$ cat config.mk
export PLATFORM = sky130hd
export DESIGN_NAME = sva_latency_tracker_flat
export DESIGN_NICKNAME = d
export VERILOG_FILES = /design/src/rtl/sva_latency_tracker_pkg.sv /design/src/rtl/sva_latency_tracker_if.sv /design/src/rtl/sva_latency_tracker_age_fifo.sv /design/src/rtl/sva_latency_tracker.sv /design/src/flat_wrapper.sv
export SDC_FILE = /design/constraint.sdc
export NUM_CORES = 1
export LEC_CHECK = 0
export BUFFER_PORTS_ARGS = -buffer_cell sky130_fd_sc_hd__buf_2
export CAP_MARGIN = 20
export CORE_MARGIN = 10
export CORE_UTILIZATION = 58
export CTS_BUF_LIST = sky130_fd_sc_hd__clkbuf_8
export CTS_CLUSTER_DIAMETER = 100
export DETAILED_ROUTE_END_ITERATION = 10
export GPL_TIMING_DRIVEN = 0
export PLACE_DENSITY = 0.78
export SLEW_MARGIN = 10
export SYNTH_ARGS = -nofsm -noshare
export SYNTH_HDL_FRONTEND = slang
export SYNTH_SLANG_ARGS = --single-unit
$ cat constraint.sdc
create_clock -name clk -period 4 [get_ports clk]
set_clock_uncertainty 0.2 [all_clocks]
set_input_delay 0 -clock clk [delete_from_list [all_inputs] [get_ports clk]]
set_output_delay 0 -clock clk [all_outputs]
set_load 0.01 [all_outputs]
$ cat src/rtl/sva_latency_tracker_pkg.sv
// Shared types, default sizing and the saturating age increment for the latency tracker.
package sva_tracker_pkg;

    localparam int TRK_DEPTH   = 4;
    localparam int TRK_MAX_LAT = 3;
    localparam int TRK_LAT_W   = 4;

    // The age counter must be able to represent MAX_LAT+1 without saturating.
    localparam bit LAT_CFG_OK = ((2 ** TRK_LAT_W) - 1) > TRK_MAX_LAT;

    typedef logic [TRK_LAT_W-1:0] age_t;

    typedef struct packed {
        logic valid;
        age_t age;
    } entry_t;

    function automatic age_t sat_inc(input age_t a);
        return (a == '1) ? a : a + 1'b1;
    endfunction

endpackage

$ cat src/rtl/sva_latency_tracker_if.sv
// Request/response handshake plus the tracker's status and statistics outputs.
interface sva_latency_tracker_if #(
    parameter int DEPTH = 4,
    parameter int LAT_W = 4
);
    logic                   req;
    logic                   ack;
    logic                   clear;
    logic [$clog2(DEPTH):0] outstanding;
    logic                   lat_valid;
    logic [LAT_W-1:0]       last_lat;
    logic [LAT_W-1:0]       max_lat;
    logic                   err_overflow;
    logic                   err_underflow;
    logic                   err_timeout;

    modport master (
        output req, ack, clear,
        input  outstanding, lat_valid, last_lat, max_lat,
               err_overflow, err_underflow, err_timeout
    );

    modport slave (
        input  req, ack, clear,
        output outstanding, lat_valid, last_lat, max_lat,
               err_overflow, err_underflow, err_timeout
    );
endinterface

$ cat src/rtl/sva_latency_tracker_age_fifo.sv
// FIFO of outstanding requests; each entry carries an age that increments every cycle it waits.
module sva_age_fifo
    import sva_tracker_pkg::*;
#(
    parameter int DEPTH = TRK_DEPTH
) (
    input  logic                   clk,
    input  logic                   reset_n,
    input  logic                   push,
    input  logic                   pop,
    output age_t                   head_age,
    output logic                   full,
    output logic                   empty,
    output logic [$clog2(DEPTH):0] count
);
    localparam int PW = $clog2(DEPTH);
    localparam int CW = PW + 1;

    entry_t          mem [DEPTH];
    logic [PW-1:0]   wr_ptr;
    logic [PW-1:0]   rd_ptr;

    always_ff @(posedge clk or negedge reset_n) begin
        if (!reset_n) begin
            wr_ptr <= '0;
            rd_ptr <= '0;
            count  <= '0;
            for (int i = 0; i < DEPTH; i++) begin
                mem[i] <= '{valid: 1'b0, age: '0};
            end
        end else begin
            for (int i = 0; i < DEPTH; i++) begin
                if (mem[i].valid) begin
                    mem[i].age <= sat_inc(mem[i].age);
                end
            end
            if (pop) begin
                mem[rd_ptr].valid <= 1'b0;
                rd_ptr            <= rd_ptr + 1'b1;
            end
            // On a full push+pop both pointers address the same slot; the push is later and wins.
            if (push) begin
                mem[wr_ptr] <= '{valid: 1'b1, age: age_t'(1)};
                wr_ptr      <= wr_ptr + 1'b1;
            end
            if (push && !pop) begin
                count <= count + 1'b1;
            end else if (pop && !push) begin
                count <= count - 1'b1;
            end
        end
    end

    assign head_age = mem[rd_ptr].age;
    assign full     = (count == CW'(DEPTH));
    assign empty    = (count == '0);

endmodule

$ cat src/rtl/sva_latency_tracker.sv
// Matches req pulses to later ack pulses in FIFO order, reports latency and sticky error flags.
module sva_latency_tracker
    import sva_tracker_pkg::*;
#(
    parameter int DEPTH   = TRK_DEPTH,
    parameter int MAX_LAT = TRK_MAX_LAT,
    parameter int LAT_W   = TRK_LAT_W
) (
    input  logic                  clk,
    input  logic                  reset_n,
    sva_latency_tracker_if.slave  bus
);
    localparam int CW = $clog2(DEPTH) + 1;

    logic             full;
    logic             empty;
    logic             push;
    logic             pop;
    age_t             head_age;
    logic [CW-1:0]    count;

    logic             lat_valid_q;
    logic [LAT_W-1:0] last_lat_q;
    logic [LAT_W-1:0] max_lat_q;
    logic             err_ovf_q;
    logic             err_udf_q;
    logic             err_to_q;

    assign push = bus.req && (!full || bus.ack);
    assign pop  = bus.ack && !empty;

    sva_age_fifo #(.DEPTH(DEPTH)) u_fifo (
        .clk      (clk),
        .reset_n  (reset_n),
        .push     (push),
        .pop      (pop),
        .head_age (head_age),
        .full     (full),
        .empty    (empty),
        .count    (count)
    );

    always_ff @(posedge clk or negedge reset_n) begin
        if (!reset_n) begin
            lat_valid_q <= 1'b0;
            last_lat_q  <= '0;
            max_lat_q   <= '0;
            err_ovf_q   <= 1'b0;
            err_udf_q   <= 1'b0;
            err_to_q    <= 1'b0;
        end else begin
            lat_valid_q <= pop;
            if (pop) begin
                last_lat_q <= head_age;
            end
            // clear outranks any error or statistic update arriving in the same cycle
            if (bus.clear) begin
                max_lat_q <= '0;
                err_ovf_q <= 1'b0;
                err_udf_q <= 1'b0;
                err_to_q  <= 1'b0;
            end else begin
                if (pop && (head_age > max_lat_q)) begin
                    max_lat_q <= head_age;
                end
                if (bus.req && full && !bus.ack) begin
                    err_ovf_q <= 1'b1;
                end
                if (bus.ack && empty) begin
                    err_udf_q <= 1'b1;
                end
                if (!empty && (head_age > age_t'(MAX_LAT)) && !bus.ack) begin
                    err_to_q <= 1'b1;
                end
            end
        end
    end

    assign bus.outstanding   = count;
    assign bus.lat_valid     = lat_valid_q;
    assign bus.last_lat      = last_lat_q;
    assign bus.max_lat       = max_lat_q;
    assign bus.err_overflow  = err_ovf_q;
    assign bus.err_underflow = err_udf_q;
    assign bus.err_timeout   = err_to_q;

`ifdef FORMAL
    // Properties for the formal flow; directed simulation deliberately breaks the environment assumptions.
    am_no_ovf: assume property (@(posedge clk) disable iff (!reset_n) !(bus.req && full && !bus.ack));
    am_no_udf: assume property (@(posedge clk) disable iff (!reset_n) !(bus.ack && empty));
    as_cfg:    assert property (@(posedge clk) disable iff (!reset_n) LAT_CFG_OK);
    as_no_ovf: assert property (@(posedge clk) disable iff (!reset_n) !$rose(err_ovf_q));
    as_no_udf: assert property (@(posedge clk) disable iff (!reset_n) !$rose(err_udf_q));
    as_ack_in_time: assert property (@(posedge clk) disable iff (!reset_n)
        (bus.req && (count == '0)) |-> ##[1:MAX_LAT] bus.ack);
`ifdef FAIL
    as_ack_needs_req: assert property (@(posedge clk) disable iff (!reset_n) bus.ack |-> bus.req);
`endif
`endif

endmodule

$ cat src/flat_wrapper.sv
// flat-port wrapper written by rule: the top's interface ports become plain ports
module sva_latency_tracker_flat import sva_tracker_pkg::*;
#(
    parameter int DEPTH   = TRK_DEPTH,
    parameter int MAX_LAT = TRK_MAX_LAT,
    parameter int LAT_W   = TRK_LAT_W
)
  (clk, reset_n, bus_req, bus_ack, bus_clear, bus_outstanding, bus_lat_valid, bus_last_lat, bus_max_lat, bus_err_overflow, bus_err_underflow, bus_err_timeout);
  sva_latency_tracker_if #(.DEPTH(DEPTH), .LAT_W(LAT_W)) bus_i ();
  input  logic clk;
  input  logic reset_n;
  input wire logic [$bits(bus_i.req)-1:0] bus_req;
  input wire logic [$bits(bus_i.ack)-1:0] bus_ack;
  input wire logic [$bits(bus_i.clear)-1:0] bus_clear;
  output wire logic [$bits(bus_i.outstanding)-1:0] bus_outstanding;
  output wire logic [$bits(bus_i.lat_valid)-1:0] bus_lat_valid;
  output wire logic [$bits(bus_i.last_lat)-1:0] bus_last_lat;
  output wire logic [$bits(bus_i.max_lat)-1:0] bus_max_lat;
  output wire logic [$bits(bus_i.err_overflow)-1:0] bus_err_overflow;
  output wire logic [$bits(bus_i.err_underflow)-1:0] bus_err_underflow;
  output wire logic [$bits(bus_i.err_timeout)-1:0] bus_err_timeout;
  assign bus_i.req = bus_req;
  assign bus_i.ack = bus_ack;
  assign bus_i.clear = bus_clear;
  assign bus_outstanding = bus_i.outstanding;
  assign bus_lat_valid = bus_i.lat_valid;
  assign bus_last_lat = bus_i.last_lat;
  assign bus_max_lat = bus_i.max_lat;
  assign bus_err_overflow = bus_i.err_overflow;
  assign bus_err_underflow = bus_i.err_underflow;
  assign bus_err_timeout = bus_i.err_timeout;
  sva_latency_tracker #(.DEPTH(DEPTH), .MAX_LAT(MAX_LAT), .LAT_W(LAT_W)) u_core (.clk(clk), .reset_n(reset_n), .bus(bus_i));
endmodule
==> flow_metrics.tcl <==
set metrics [dict create \
    cts_made_buffers 5 \
    status "finished, final reports clean" \
    grt_pass1_wl_um 7470 \
    yosysTopAreaCell "dfrtp_1" \
    critical_path_class "register to register" \
    clkLatencyLatePin_ns 0.30 \
    grt.total_usage 0.145 \
    dieArea_mm2 0.00655 \
    tritoncts "yes" \
    synth_cell_types 30 \
    fin_setup_tns_ns 0 \
    post-route-min-period_ns 2.51 \
    r2r_cells 8 \
    peakVddDrop_uv 474 \
    endpoint_kind "register" \
    syn_area_per_cell_um2 10.9 \
    dr.pass1.iters 4 \
    chipWidth_um 80.9 \
    setup_viol 0 \
    dp_hpwl_um 2970 \
    cts_htree_levels 2 \
    vias_per_cell 5.49 \
    area_growth_pct 14.7 \
    ys_seq_elements 39 \
    drc 0 \
    hold_buffers 6 \
    comb_power_share 0.486 \
    drt-initial-drc-count 68 \
    p_sw_mw 0.888 \
    cp-start-kind "register" \
    port-buffer-count 19 \
    grt_max_degree 40 \
    final_common_cell "dfrtp_1" \
    slew_violations 0 \
    nets 252 \
    r2r_setup_slack_ns 1.49 \
    power_frac_seq 0.375 \
    ys_warn_count 0 \
    post-cts-setup-buffer-count 0 \
    initial_core_util 0.592 \
    synthTopCellsByArea "dfrtp_1 45%, ha_1 9.9%, a221oi_2 5.6%, nand2_1 5.2%, mux2i_1 3.7%" \
    route.final.wire_length_um 4220 \
    grt_pass1_vias 1571 \
    timing.rr.start "u_core.u_fifo.count[1]" \
    grt_overflow 0 \
    max_freq_mhz 398 \
    p_sw_frac 0.421 \
    clock_sinks 39 \
    antenna_left 0 \
    cts_resized 0 \
    n_antenna_cell 0 \
    internal_power_mw 1.22 \
    rsz0062_at_grt "false" \
    required_ns 4.03 \
    cts_max_path_buffers 2 \
    crit_start "u_core.u_fifo.count[1]" \
    routabilityCongestion 0.793 \
    placementRows 22 \
    layout-drive-gt1-share 0.196 \
    r2r-end "u_core.u_fifo.count[2]" \
    timing.final.crit_share 0.627 \
    vias 1526 \
    timing.slew.headroom 0.435 \
    wire_per_inst_um 15.2 \
    crit_arrival_ns 2.54 \
    cellLeakagePower_nw 1.18 \
    p_clk_frac 0.139 \
    power_mw 2.11 \
    final_area_mm2 0.00247 \
    clkTransAtPathRegs_ns 0.07 \
    netlist_area_mm2 0.00215 \
    clockRootBuffer "clkbuf_8" \
    postSynthCellCount 197 \
    coreArea_mm2 0.00363 \
    power_density_mw_per_mm2 856 \
    hold_path_class "input port to asynchronous set/reset pin" \
    n_fill_cell 288 \
    dieHeight_um 80.9 \
    worst_slew_pin_slew_ns 0.848 \
    yosysTopAreaCellShare 0.453 \
    maxCapViolCount 0 \
    path_max_fanout 10 \
    final_cell_mix "39 x dfrtp_1, 30 x nand2_1, 21 x buf_2" \
    syn-num-nets 220 \
    hold_viol 0 \
    placed_area_mm2 0.00231 \
    pin_count 20 \
    grt_antenna_before_repair 0 \
    synth_seq_area_share 0.453 \
]
## per-stage QoR
stage / std cells / setup WS (ns) / utilization / hold WS [ns]
detailed placement: 264 / 1.49 / 0.635 / -0.0482
global placement: 264 / 1.53 / 0.635 / -0.0421
finish: 278 / 1.49 / 0.679 / 0.149
CTS: 278 / 1.46 / 0.679 / 0.168
global route: 278 / 1.26 / 0.679 / 0.242
floorplan: 197 / 1.72 / - / -0.496
## worst max-delay path, stage by stage, from the launching register on
cell,delay (ns)
dfrtp_1,0.47
o31ai_2,0.39
buf_2,0.31
ha_1,0.22
inv_1,0.06
fa_1,0.37
xor2_1,0.15
nor2_1,0.11
xor2_1,0.14
## flip-flops by register name (all words and copies together) (netlist names)
name and flops:
u_core.u_fifo.count 3, u_core.bus.last_lat 4, u_core.bus.max_lat 4, u_core.bus.err_overflow 1, u_core.bus.lat_valid 1, u_core.u_fifo.wr_ptr 2
u_core.u_fifo.mem 20, u_core.u_fifo.rd_ptr 2, u_core.bus.err_underflow 1, u_core.bus.err_timeout 1
## power groups by stage
stage | sequential, mW | combinational [mW] | clock [mW]
after floorplan | 0.774 | 0.774 | 0
after global placement | 0.790 | 0.995 | 0
after detailed placement | 0.795 | 1.02 | 0
after CTS | 0.792 | 1.04 | 0.296
after global routing | 0.823 | 1.17 | 0.312
final | 0.793 | 1.03 | 0.293
## logic make-up after synthesis
group                    after synthesis  share of synthesized area
XOR/XNOR                               9                     0.0366
adder cells (fa/ha/maj)               18                      0.108
AO/OA/AOI/OAI                         32                      0.124
multiplexers                          13                     0.0860
AND/OR/NAND/NOR                       62                      0.142
buffers and inverters                 24                     0.0500
flip-flops                            39                      0.453
## routing by layer
| layer | part of all wire | global-route usage |
|---|---|---|
| met5 | 0 | 0 |
| met4 | 0.0040 | 0.0363 |
| met3 | 0.056 | 0.0508 |
| met2 | 0.48 | 0.232 |
| met1 | 0.46 | 0.183 |
## worst max path at each step
stage	slack [ns]	end	cells after the start
2_1_floorplan	1.72	u_core.u_fifo.count[2]	8
3_3_place_gp	1.53	u_core.u_fifo.count[2]	8
3_5_place_dp	1.49	u_core.u_fifo.count[2]	8
4_1_cts	1.46	u_core.u_fifo.count[2]	8
5_1_grt	1.26	u_core.u_fifo.count[2]	8
6_report	1.49	u_core.u_fifo.count[2]	8
## synth_stat cells
| cell | instances |
|---|---|
| dfrtp_1 | 39 |
| nand2_1 | 30 |
| inv_1 | 19 |
| ha_1 | 17 |
| a21oi_1 | 11 |
| a221oi_2 | 8 |
| mux2i_1 | 8 |
| nand2b_1 | 8 |
| o21ai_0 | 7 |
| nor3_1 | 6 |
| xor2_1 | 6 |
| nor2_1 | 5 |
| nand3_1 | 4 |
| nand4_1 | 4 |
| mux4_2 | 3 |
| xnor2_1 | 3 |
| and3_1 | 2 |
| buf_2 | 2 |
| buf_6 | 2 |
| nor2b_1 | 2 |
| o21ai_1 | 2 |
| a21oi_4 | 1 |
| a41o_1 | 1 |
| clkbuf_1 | 1 |
| fa_1 | 1 |
| mux2_2 | 1 |
| mux4_1 | 1 |
| nor4b_4 | 1 |
| o211ai_1 | 1 |
| o31ai_2 | 1 |
## final cells by class
| type | count | area (um^2) | share of cell area |
|---|---|---|---|
| flip-flops and latches | 39 | 976 | 0.396 |
| plain buffers | 5 | 36.3 | 0.0147 |
| clock buffers | 7 | 96.3 | 0.0390 |
| multi-input cells | 134 | 1070 | 0.433 |
| inverters | 19 | 71.3 | 0.0289 |
| well taps | 48 | 60.1 | 0.0243 |
| repair buffers | 25 | 155 | 0.0629 |
| clock inverters | 1 | 3.75 | 0.00152 |
Note: power is estimated with default switching activity, not from simulation.
